--- src/rtl/bcd_display_scanner_if.sv ---
// Load handshake plus multiplexed segment/anode bus for bcd_display_scanner.
interface bcd_display_scanner_if #(
   parameter int NUM_DIGITS = 4
);
   logic                    load_valid;
   logic                    load_ready;
   logic [4*NUM_DIGITS-1:0] digits;
   logic [NUM_DIGITS-1:0]   dp_mask;
   logic [6:0]              seg;
   logic                    dp;
   logic [NUM_DIGITS-1:0]   dig_en;
   logic                    frame_tick;

   modport master (
      output load_valid, digits, dp_mask,
      input  load_ready, seg, dp, dig_en, frame_tick
   );

   modport slave (
      input  load_valid, digits, dp_mask,
      output load_ready, seg, dp, dig_en, frame_tick
   );
endinterface

--- src/rtl/bcd_display_scanner.sv ---
// Time-multiplexes a double-buffered packed BCD value onto one active-low 7-segment bus.
// Optional LEADING_ZERO_BLANK_EN darkens zero digits above the most significant non-zero digit.
module bcd_display_scanner #(
   parameter int NUM_DIGITS   = 4,
   parameter int REFRESH_DIV  = 50000,
   parameter int BLANK_CYCLES = 500
) (
   input logic                 clk,
   input logic                 rst,
   bcd_display_scanner_if.slave bus
);
   localparam int CW = (REFRESH_DIV > 1) ? $clog2(REFRESH_DIV) : 1;
   localparam int IW = (NUM_DIGITS > 1) ? $clog2(NUM_DIGITS) : 1;
   localparam logic [CW-1:0] CNT_LAST = CW'(REFRESH_DIV - 1);
   localparam logic [IW-1:0] IDX_LAST = IW'(NUM_DIGITS - 1);

   logic [CW-1:0]                refresh_cnt;
   logic [IW-1:0]                idx;
   logic [NUM_DIGITS-1:0][3:0]   disp_dig;
   logic [NUM_DIGITS-1:0]        disp_dp;
   logic [NUM_DIGITS-1:0][3:0]   pend_dig;
   logic [NUM_DIGITS-1:0]        pend_dp;
   logic                         pend_full;
   logic                         load_ready_q;
   logic                         slot_end;
   logic                         frame_wrap;
   logic                         accept;
   logic [NUM_DIGITS-1:0]        blank_mask;
   logic [6:0]                   seg_q, seg_nxt;
   logic                         dp_q, dp_nxt;
   logic [NUM_DIGITS-1:0]        dig_en_q, dig_en_nxt;

   function automatic logic [6:0] decode(input logic [3:0] d);
      case (d)
         4'd0:    decode = 7'b0000001;
         4'd1:    decode = 7'b1001111;
         4'd2:    decode = 7'b0010010;
         4'd3:    decode = 7'b0000110;
         4'd4:    decode = 7'b1001100;
         4'd5:    decode = 7'b0100100;
         4'd6:    decode = 7'b0100000;
         4'd7:    decode = 7'b0001111;
         4'd8:    decode = 7'b0000000;
         4'd9:    decode = 7'b0000100;
         default: decode = 7'b1111111;
      endcase
   endfunction

   assign slot_end   = (refresh_cnt == CNT_LAST);
   assign frame_wrap = slot_end && (idx == IDX_LAST);
   assign accept     = bus.load_valid && load_ready_q;

   always_ff @(posedge clk or posedge rst) begin
      if (rst) begin
         refresh_cnt <= '0;
         idx         <= '0;
      end else if (slot_end) begin
         refresh_cnt <= '0;
         idx         <= (idx == IDX_LAST) ? '0 : idx + 1'b1;
      end else begin
         refresh_cnt <= refresh_cnt + 1'b1;
      end
   end

   // Pending only drains into the display at the frame wrap, so a frame never mixes two values.
   always_ff @(posedge clk or posedge rst) begin
      if (rst) begin
         pend_dig     <= '0;
         pend_dp      <= '0;
         pend_full    <= 1'b0;
         disp_dig     <= '0;
         disp_dp      <= '0;
         load_ready_q <= 1'b0;
      end else begin
         if (accept) begin
            pend_dig  <= bus.digits;
            pend_dp   <= bus.dp_mask;
            pend_full <= 1'b1;
         end else if (frame_wrap && pend_full) begin
            disp_dig  <= pend_dig;
            disp_dp   <= pend_dp;
            pend_full <= 1'b0;
         end
         load_ready_q <= !(accept || (pend_full && !frame_wrap));
      end
   end

`ifdef LEADING_ZERO_BLANK_EN
   logic lz_seen;
   always_comb begin
      blank_mask = '0;
      lz_seen    = 1'b0;
      for (int i = NUM_DIGITS - 1; i >= 1; i--) begin
         if (disp_dig[i] != 4'd0) lz_seen = 1'b1;
         blank_mask[i] = !lz_seen;
      end
   end
`else
   assign blank_mask = '0;
`endif

   always_comb begin
      seg_nxt    = 7'h7F;
      dp_nxt     = 1'b1;
      dig_en_nxt = '1;
      if (int'(refresh_cnt) >= BLANK_CYCLES) begin
         dig_en_nxt = ~(NUM_DIGITS'(1) << idx);
         seg_nxt    = blank_mask[idx] ? 7'h7F : decode(disp_dig[idx]);
         dp_nxt     = ~disp_dp[idx];
      end
   end

   always_ff @(posedge clk or posedge rst) begin
      if (rst) begin
         seg_q    <= 7'h7F;
         dp_q     <= 1'b1;
         dig_en_q <= '1;
      end else begin
         seg_q    <= seg_nxt;
         dp_q     <= dp_nxt;
         dig_en_q <= dig_en_nxt;
      end
   end

   assign bus.seg        = seg_q;
   assign bus.dp         = dp_q;
   assign bus.dig_en     = dig_en_q;
   assign bus.frame_tick = frame_wrap;
   assign bus.load_ready = load_ready_q;
endmodule

--- src/flat_wrapper.sv ---
// flat-port wrapper written by rule: the top's interface ports become plain ports
module bcd_display_scanner_flat 
#(
   parameter int NUM_DIGITS   = 4,
   parameter int REFRESH_DIV  = 50000,
   parameter int BLANK_CYCLES = 500
)
  (clk, rst, bus_load_valid, bus_digits, bus_dp_mask, bus_load_ready, bus_seg, bus_dp, bus_dig_en, bus_frame_tick);
  bcd_display_scanner_if #(.NUM_DIGITS(NUM_DIGITS)) bus_i ();
  input logic clk;
  input logic rst;
  input wire logic [$bits(bus_i.load_valid)-1:0] bus_load_valid;
  input wire logic [$bits(bus_i.digits)-1:0] bus_digits;
  input wire logic [$bits(bus_i.dp_mask)-1:0] bus_dp_mask;
  output wire logic [$bits(bus_i.load_ready)-1:0] bus_load_ready;
  output wire logic [$bits(bus_i.seg)-1:0] bus_seg;
  output wire logic [$bits(bus_i.dp)-1:0] bus_dp;
  output wire logic [$bits(bus_i.dig_en)-1:0] bus_dig_en;
  output wire logic [$bits(bus_i.frame_tick)-1:0] bus_frame_tick;
  assign bus_i.load_valid = bus_load_valid;
  assign bus_i.digits = bus_digits;
  assign bus_i.dp_mask = bus_dp_mask;
  assign bus_load_ready = bus_i.load_ready;
  assign bus_seg = bus_i.seg;
  assign bus_dp = bus_i.dp;
  assign bus_dig_en = bus_i.dig_en;
  assign bus_frame_tick = bus_i.frame_tick;
  bcd_display_scanner #(.NUM_DIGITS(NUM_DIGITS), .REFRESH_DIV(REFRESH_DIV), .BLANK_CYCLES(BLANK_CYCLES)) u_core (.clk(clk), .rst(rst), .bus(bus_i));
endmodule
--- config.mk ---
export PLATFORM = sky130hd
export DESIGN_NAME = bcd_display_scanner_flat
export DESIGN_NICKNAME = d
export VERILOG_FILES = /design/src/rtl/bcd_display_scanner_if.sv /design/src/rtl/bcd_display_scanner.sv /design/src/flat_wrapper.sv
export SDC_FILE = /design/constraint.sdc
export NUM_CORES = 1
export LEC_CHECK = 0
export CAP_MARGIN = 20
export CELL_PAD_IN_SITES_DETAIL_PLACEMENT = 0
export CELL_PAD_IN_SITES_GLOBAL_PLACEMENT = 1
export CORE_ASPECT_RATIO = 1.1
export CORE_MARGIN = 8
export CORE_UTILIZATION = 49
export DETAILED_ROUTE_END_ITERATION = 12
export PLACE_DENSITY = 0.82
export SYNTH_ARGS = -nofsm -noshare
export SYNTH_HDL_FRONTEND = slang
export SYNTH_SLANG_ARGS = --single-unit
--- constraint.sdc ---
create_clock -name clk -period 3.3 [get_ports clk]
set_input_delay 0.66 -clock clk [delete_from_list [all_inputs] [get_ports clk]]
set_output_delay 0.66 -clock clk [all_outputs]
set_load 0.1 [all_outputs]
==> results of run 1 <==
power by group through the flow:
stage	clock [mW]	sequential, mW	combinational, mW
after floorplan	0	1.01	0.0893
after global placement	0	1.01	0.137
after detailed placement	0	1.02	0.140
after CTS	0.635	1.00	0.141
after global routing	0.678	1.01	0.150
final	0.615	0.998	0.137
Yosys cell counts (3+ instances only):
| library cell | number |
|---|---|
| dfrtp_1 | 60 |
| mux2_2 | 20 |
| xor2_1 | 5 |
| nor3_1 | 4 |
| nand2_1 | 12 |
| mux2i_1 | 4 |
| dfstp_2 | 12 |
| mux2_4 | 20 |
| mux4_2 | 5 |
| inv_1 | 13 |
| ha_1 | 12 |
| nor4_1 | 3 |
| xnor2_1 | 8 |
| nand3_1 | 6 |
| a21oi_1 | 6 |
| o21ai_0 | 7 |
| nand4_1 | 4 |
| nor2_1 | 12 |
sequential cells by signal (all words and copies together) (netlist names):
name / cells
u_core.disp_dp: 4
u_core.pend_dp: 4
u_core.bus.dig_en: 4
u_core.pend_dig: 16
u_core.disp_dig: 16
u_core.idx: 2
u_core.pend_full: 1
u_core.bus.seg: 7
u_core.bus.load_ready: 1
u_core.bus.dp: 1
u_core.refresh_cnt: 16
critical path, cell delays in order, from the launching register on:
cell and delay [ns]:
dfrtp_1 0.44, or4_1 0.60, nor4_1 0.34, nand2_1 0.17, inv_1 0.13, buf_12 0.18
worst min-delay path by stage:
stage                                          start                                to  slack [ns]  cells past startpoint
floorplan           u_core.refresh_cnt[15]$_DFF_PP0_  u_core.refresh_cnt[15]$_DFF_PP0_        0.47                      1
global placement      u_core.pend_dig[9]$_DFFE_PP0P_    u_core.disp_dig[9]$_DFFE_PP0P_        0.49                      1
detailed placement    u_core.disp_dig[2]$_DFFE_PP0P_    u_core.disp_dig[2]$_DFFE_PP0P_        0.49                      1
CTS                  u_core.pend_dig[12]$_DFFE_PP0P_   u_core.disp_dig[12]$_DFFE_PP0P_        0.51                      1
global route          u_core.pend_dig[9]$_DFFE_PP0P_    u_core.disp_dig[9]$_DFFE_PP0P_        0.52                      1
finish               u_core.pend_dig[10]$_DFFE_PP0P_   u_core.disp_dig[10]$_DFFE_PP0P_        0.50                      1
logic make-up (layout without fill, tap and decap cells):
group	after synthesis	in the layout	share of synthesized area
xor+xnor	13	13	0.0350
mux	49	49	0.208
compound gates	17	17	0.0296
flops	72	72	0.558
fa+ha+maj	12	12	0.0462
buf+inv	20	69	0.0285
simple gates	55	55	0.0938
per-layer routing:
metal / up-vias / routed length (microns) / GRT usage
met5: - / 0 / 0
met4: 0 / 195 / 0.100
met3: 14 / 270 / 0.0341
met2: 45 / 2750 / 0.216
met1: 957 / 2600 / 0.173
li1: 916 / - / -
cell type report:
cell class,instances,area share
multi-input cells,146,0.348
clock buffers,16,0.0441
inverters,13,0.0126
repair buffers,40,0.0985
well taps,82,0.0266
flip-flops and latches,72,0.470
==> impl_metrics.toml, run 1 <==
[status]
status = "completed"

[sta]
fin_crit_ns = 2.87
tightest_slew_ns = 0.714
slew_headroom = 0.522
skew_ns = 0.00894
slew_violations = 0
rsz0062_at_grt = "false"
fmax_mhz = 348
finalHoldViolations = 0
fin_crit_sh = 0.870
finalSetupViolCount = 0
hold_ws_ns = 0.502
setup_tns_ns = 0
fin_ws_ns = 0.429

[yosys]
yosysUniqueCellTypes = 37
synth_top_cell_by_area = "dfrtp_1"
syn_inst = 238
ys_ff_latch = 72
syn_nets = 273
netlist.area_leader.share = 0.462
synth_edf_count = 0
syn_avg_cell_area_sq_um = 13.7
synth_flop_cell = "dfrtp_1"
synthTopCellsByArea = "dfrtp_1 46%, dfstp_2 9.7%, mux2_4 9.2%, mux2_2 6.9%, ha_1 4.6%"
ys_async_sr_fraction = 1.00
yosysWarningCount = 0
syn_area_sq_um = 3250
ys_seq_area_frac = 0.558

[clock_network]
htreeDepth = 3
cts-root-buf = "clkbuf_8"
clock_path_buffers = 2
post_cts_buffers = 0
cts_made_buffers = 9
hold_buffers = 0
clock_sinks = 72
postCtsResizedCells = 0
insertion_delay_ns = 0.35
cts_tree = "yes"
clkTransAtPathRegs_ns = 0.07

[finish]
multi_input_area_sq_um = 1340
final_area_sq_um = 3860
layout.area.seq_sq_um = 1820
antenna_cells = 0
layout_common_cells = "60 x dfrtp_1, 22 x clkdlybuf4s50_1, 20 x mux2_4, 20 x mux2_2, 16 x buf_4"
fin_util = 0.593
drive_gt1_frac = 0.317
final_common_cell = "dfrtp_1"
fillers = 559
syn2layout_area_growth_pct = 18.7
layout.nets = 317
layout.cells.non_filler = 369

[setup_path]
endpoint_kind = "output pin"
critPathLaunchType = "register"
path_class = "reg2out"
arrival_ns = 2.21
r2r_setup_slack_ns = 1.06
setup.worst_path.end = "bus_frame_tick"
r2r_end = "u_core.disp_dig[1]$_DFFE_PP0P_"
rr_startpoint = "u_core.refresh_cnt[11]$_DFF_PP0_"
worstRegToRegCells = 5
startpoint = "u_core.refresh_cnt[11]$_DFF_PP0_"
required_ns = 2.64
critPathMaxFanout = 6

[detailed_routing]
via_count = 1932
viasPerCell = 5.24
ant_nets = 0
dr.pass1.iters = 4
wire_per_inst_microns = 15.7
totalWireLength_microns = 5810
drt-initial-drc-count = 102
route.detailed.drc = 0

[die]
start_util = 0.499
dieArea_sq_um = 9510
die_w_microns = 93.7
dieHeight_microns = 101
core_sq_um = 6520
rows = 31
num_io_pins = 37

[power]
p_switching_mw = 0.387
ir_drop_uv = 263
switching_share = 0.221
p_comb_frac = 0.078
total_power_mw = 1.75
leakagePower_nw = 1.79
p_per_area_nw_per_um2 = 453
power_frac_clock = 0.351
power_frac_seq = 0.570
power.internal_mw = 1.36

[global_route]
overflow = 0
first_global_vias = 2095
grt_max_degree = 73
grt_first_pass_wirelength_microns = 10300
track_usage = 0.142
antenna_found_initial = 0

[placed_design]
portBuffers = 36
hpwl_microns = 4030
dp_cells = 353
pre_cts_slack_ns = 0.824
dpl_cell_area_sq_um = 3690
gp_congestion = 0.818

[min_path]
hold_class = "reg2reg"

[flow_run]
cap_violations = 0
No activity file was read; power rests on OpenSTA's default activity.
==> run 2, diff against run 1 <==
- MAX_ROUTING_LAYER: unset -> met4
==> impl_metrics.toml, run 2 (same netlist as run 1, synthesis figures left out) <==
[status]
status = "completed"

[clock_network]
post_cts_buffers = 0
insertion_delay_ns = 0.35
cts_made_buffers = 9
clkTransAtPathRegs_ns = 0.07
htreeDepth = 3
hold_buffers = 0
cts-root-buf = "clkbuf_8"
cts_tree = "yes"
postCtsResizedCells = 0
clock_sinks = 72
clock_path_buffers = 2

[sta]
finalSetupViolCount = 0
finalHoldViolations = 0
fmax_mhz = 346
skew_ns = 0.00905
slew_headroom = 0.521
fin_ws_ns = 0.413
slew_violations = 0
fin_crit_ns = 2.89
rsz0062_at_grt = "false"
setup_tns_ns = 0
tightest_slew_ns = 0.715
fin_crit_sh = 0.875

[finish]
syn2layout_area_growth_pct = 18.7
layout.cells.non_filler = 369
antenna_cells = 0
drive_gt1_frac = 0.317
reg_top3 = "u_core.disp_dig x16, u_core.pend_dig x16, u_core.refresh_cnt x16"
layout.nets = 317
final_area_sq_um = 3860
final_common_cell = "dfrtp_1"
layout_common_cells = "60 x dfrtp_1, 22 x clkdlybuf4s50_1, 20 x mux2_4, 20 x mux2_2, 16 x buf_4"

[detailed_routing]
ant_nets = 0
wire_per_inst_microns = 15.8
via_count = 1938
drt-initial-drc-count = 104
dr.pass1.iters = 4
totalWireLength_microns = 5810
viasPerCell = 5.25
route.detailed.drc = 0

[power]
p_switching_mw = 0.386
ir_drop_uv = 263
leakagePower_nw = 1.79
power.internal_mw = 1.36
p_per_area_nw_per_um2 = 453
switching_share = 0.221
power_frac_clock = 0.351
p_comb_frac = 0.078
power_frac_seq = 0.571

[die]
rows = 31
core_sq_um = 6520
dieHeight_microns = 101
start_util = 0.499
dieArea_sq_um = 9510
die_w_microns = 93.7
num_io_pins = 37

[flow_run]
cap_violations = 0

[global_route]
track_usage = 0.146
first_global_vias = 2097
antenna_found_initial = 0
overflow = 0
grt_max_degree = 73
grt_first_pass_wirelength_microns = 10300

[setup_path]
arrival_ns = 2.23
r2r_setup_slack_ns = 1.06
critPathMaxFanout = 6
r2r_end = "u_core.disp_dig[1]$_DFFE_PP0P_"
rr_startpoint = "u_core.refresh_cnt[11]$_DFF_PP0_"
startpoint = "u_core.refresh_cnt[11]$_DFF_PP0_"
critPathLaunchType = "register"
required_ns = 2.64
setup.worst_path.end = "bus_frame_tick"
worstRegToRegCells = 5
endpoint_kind = "output pin"
path_class = "reg2out"

[placed_design]
gp_congestion = 0.831
pre_cts_slack_ns = 0.824
portBuffers = 36
hpwl_microns = 4030
dp_cells = 353
dpl_cell_area_sq_um = 3690

[min_path]
hold_class = "reg2reg"
holdPathStages = 1
==> run 2: cell counts in the layout (fill, tap and decap cells not counted) <==
Identical to the previous run, type by type.
==> run 2: worst min-delay path by stage <==
stage                                     startpoint                               end  slack, ns
floorplan           u_core.refresh_cnt[15]$_DFF_PP0_  u_core.refresh_cnt[15]$_DFF_PP0_       0.47
global placement      u_core.pend_dig[9]$_DFFE_PP0P_    u_core.disp_dig[9]$_DFFE_PP0P_       0.49
detailed placement    u_core.disp_dig[2]$_DFFE_PP0P_    u_core.disp_dig[2]$_DFFE_PP0P_       0.49
CTS                  u_core.pend_dig[12]$_DFFE_PP0P_   u_core.disp_dig[12]$_DFFE_PP0P_       0.51
global route          u_core.pend_dig[9]$_DFFE_PP0P_    u_core.disp_dig[9]$_DFFE_PP0P_       0.52
finish               u_core.pend_dig[10]$_DFFE_PP0P_   u_core.disp_dig[10]$_DFFE_PP0P_       0.50
==> run 2: worst max-delay path, stage by stage, from the launching register on <==
cell and delay (ns):
dfrtp_1 0.44, or4_1 0.60, nor4_1 0.36, nand2_1 0.17, inv_1 0.13, buf_12 0.18
==> run 2: final cells by class <==
type	instances	area, sq um
clock buffers	16	170
well taps	82	103
inverters	13	48.8
flip-flops and latches	72	1820
multi-input cells	146	1340
fillers	559	2650
repair buffers	40	380
==> run 2: metrics by stage <==
stage | hold WS (ns) | power [mW] | util
floorplan | 0.469 | 1.10 | -
global route | 0.523 | 1.84 | 0.593
CTS | 0.506 | 1.78 | 0.593
finish | 0.502 | 1.75 | 0.593
global placement | 0.486 | 1.15 | 0.567
detailed placement | 0.488 | 1.16 | 0.567
==> run 2: per-layer routing <==
| metal | up-vias | wire (microns) | GRT usage |
|---|---|---|---|
| li1 | 915 | - | - |
| met1 | 963 | 2660 | 0.175 |
| met2 | 46 | 2750 | 0.216 |
| met3 | 14 | 208 | 0.0311 |
| met4 | 0 | 197 | 0.100 |
| met5 | - | 0 | - |
==> run 2: power by group through the flow <==
stage	Sequential (mW)	Clock, mW	Combinational, mW
2_1_floorplan	1.01	0	0.0893
3_3_place_gp	1.01	0	0.137
3_5_place_dp	1.02	0	0.140
4_1_cts	1.00	0.635	0.141
5_1_grt	1.01	0.678	0.150
6_report	0.999	0.614	0.137
==> run 3, diff against run 2 <==
- CAP_MARGIN: 20 -> unset
- CELL_PAD_IN_SITES_DETAIL_PLACEMENT: 0 -> unset
- CELL_PAD_IN_SITES_GLOBAL_PLACEMENT: 1 -> unset
- CORE_UTILIZATION: 49 -> 50
- PLACE_DENSITY: 0.82 -> 0.7
- SKIP_LAST_GASP: unset -> 1
==> impl_metrics.toml, run 3 (same netlist as run 1, synthesis figures left out) <==
[power]
p_comb_frac = 0.076
p_switching_mw = 0.410
power_frac_seq = 0.555
switching_share = 0.227
leakagePower_nw = 1.80
total_power_mw = 1.80
power_frac_clock = 0.369
power.internal_mw = 1.39
p_per_area_nw_per_um2 = 465
ir_drop_uv = 287

[clock_network]
cts_tree = "yes"
postCtsResizedCells = 0
clkTransAtPathRegs_ns = 0.07
clock_sinks = 72
cts-root-buf = "clkbuf_8"
htreeDepth = 3
hold_buffers = 0
insertion_delay_ns = 0.34
post_cts_buffers = 0
cts_made_buffers = 9
clock_path_buffers = 2

[setup_path]
path_class = "reg2out"
worstRegToRegCells = 5
required_ns = 2.64
critPathLaunchType = "register"
critPathMaxFanout = 6
r2r_setup_slack_ns = 1.07
arrival_ns = 2.17
r2r_end = "u_core.disp_dig[3]$_DFFE_PP0P_"
endpoint_kind = "output pin"
rr_startpoint = "u_core.refresh_cnt[7]$_DFF_PP0_"

[sta]
tightest_slew_ns = 0.780
fin_crit_ns = 2.83
slew_violations = 0
slew_headroom = 0.478
rsz0062_at_grt = "false"
finalHoldViolations = 0
fin_ws_ns = 0.471
fin_crit_sh = 0.857
finalSetupViolCount = 0
skew_ns = 0.0102
setup_tns_ns = 0
hold_ws_ns = 0.503
fmax_mhz = 354

[global_route]
first_global_vias = 2068
track_usage = 0.141
antenna_found_initial = 0
grt_max_degree = 35
gr-usage-met1 = 0.176
top_usage_layer = "met2"
grtUsageMet3 = 0.0380
use_met2 = 0.208
overflow = 0
grt_first_pass_wirelength_microns = 10000

[min_path]
hold_class = "reg2reg"
hp-start = "u_core.pend_full$_DFFE_PP0P_"
hold_end = "u_core.bus.load_ready$_DFF_PP0_"
holdPathStages = 1

[finish]
drive_gt1_frac = 0.333
final_common_cell = "dfrtp_1"
reg_top3 = "u_core.disp_dig x16, u_core.pend_dig x16, u_core.refresh_cnt x16"
fillers = 535
antenna_cells = 0
syn2layout_area_growth_pct = 19.1
layout_common_cells = "60 x dfrtp_1, 22 x clkdlybuf4s50_1, 20 x mux2_4, 20 x mux2_2, 18 x buf_4"
layout.nets = 318

[detailed_routing]
via_count = 1942
viasPerCell = 5.25
ant_nets = 0
route.detailed.drc = 0
wire_per_inst_microns = 15.5
drt-initial-drc-count = 74
totalWireLength_microns = 5740
dr.pass1.iters = 4

[die]
die_w_microns = 92.9
dieHeight_microns = 101
core_sq_um = 6440
dieArea_sq_um = 9350
num_io_pins = 37
rows = 31
start_util = 0.505

[placed_design]
hpwl_microns = 4090
pre_cts_slack_ns = 0.831
portBuffers = 36
gp_congestion = 0.883

[status]
status = "completed"

[flow_run]
cap_violations = 0
## run 3: changes by cell type in the layout (fill, tap and decap cells not counted)
cell        change
buf_4           +2
clkbuf_8        -2
bufinv_16       +1
clkinvlp_4      +2
clkinv_2        +3
buf_12          -1
clkbuf_1        -4
## run 3: area by class of cell
cell class / instances / area, sq um / area share
Clock buffer: 10 / 128 / 0.0329
Timing Repair Buffer: 41 / 375 / 0.0969
Inverter: 13 / 48.8 / 0.0126
Sequential cell: 72 / 1820 / 0.469
Clock inverter: 6 / 60.1 / 0.0155
Tap cell: 82 / 103 / 0.0265
Multi-Input combinational cell: 146 / 1340 / 0.347
## run 3: metal layers
layer / share of wire / wire (microns)
met1: 0.47 / 2700
met2: 0.47 / 2700
met3: 0.040 / 229
met4: 0.019 / 111
met5: 0 / 0
## run 3: worst max-delay path by stage
stage                                     start        endpoint  depth (start not counted)
2_1_floorplan   u_core.refresh_cnt[7]$_DFF_PP0_  bus_frame_tick                          4
3_3_place_gp    u_core.refresh_cnt[7]$_DFF_PP0_  bus_frame_tick                          5
3_5_place_dp    u_core.refresh_cnt[7]$_DFF_PP0_  bus_frame_tick                          5
4_1_cts         u_core.refresh_cnt[7]$_DFF_PP0_  bus_frame_tick                          5
5_1_grt         u_core.refresh_cnt[7]$_DFF_PP0_  bus_frame_tick                          5
6_report       u_core.refresh_cnt[11]$_DFF_PP0_  bus_frame_tick                          5
## run 3: worst max-delay path: stages, from the launching register on
cell and delay, ns:
dfrtp_1 0.43, or4_1 0.59, nor4_1 0.37, nand2_1 0.15, inv_1 0.11, buf_12 0.18
## run 3: power groups by stage
stage / sequential (mW) / combinational, mW / clock, mW
after floorplan: 1.01 / 0.0893 / 0
after global placement: 1.01 / 0.136 / 0
after detailed placement: 1.02 / 0.141 / 0
after CTS: 1.00 / 0.142 / 0.680
after global routing: 1.01 / 0.154 / 0.719
final: 1.00 / 0.137 / 0.664
## run 3: metrics by stage
stage | cell area (sq um) | util | cells
after floorplan | 3250 | - | 238
after global placement | 3690 | 0.573 | 354
after detailed placement | 3690 | 0.573 | 354
after CTS | 3870 | 0.602 | 370
after global routing | 3870 | 0.602 | 370
final | 3870 | 0.602 | 370
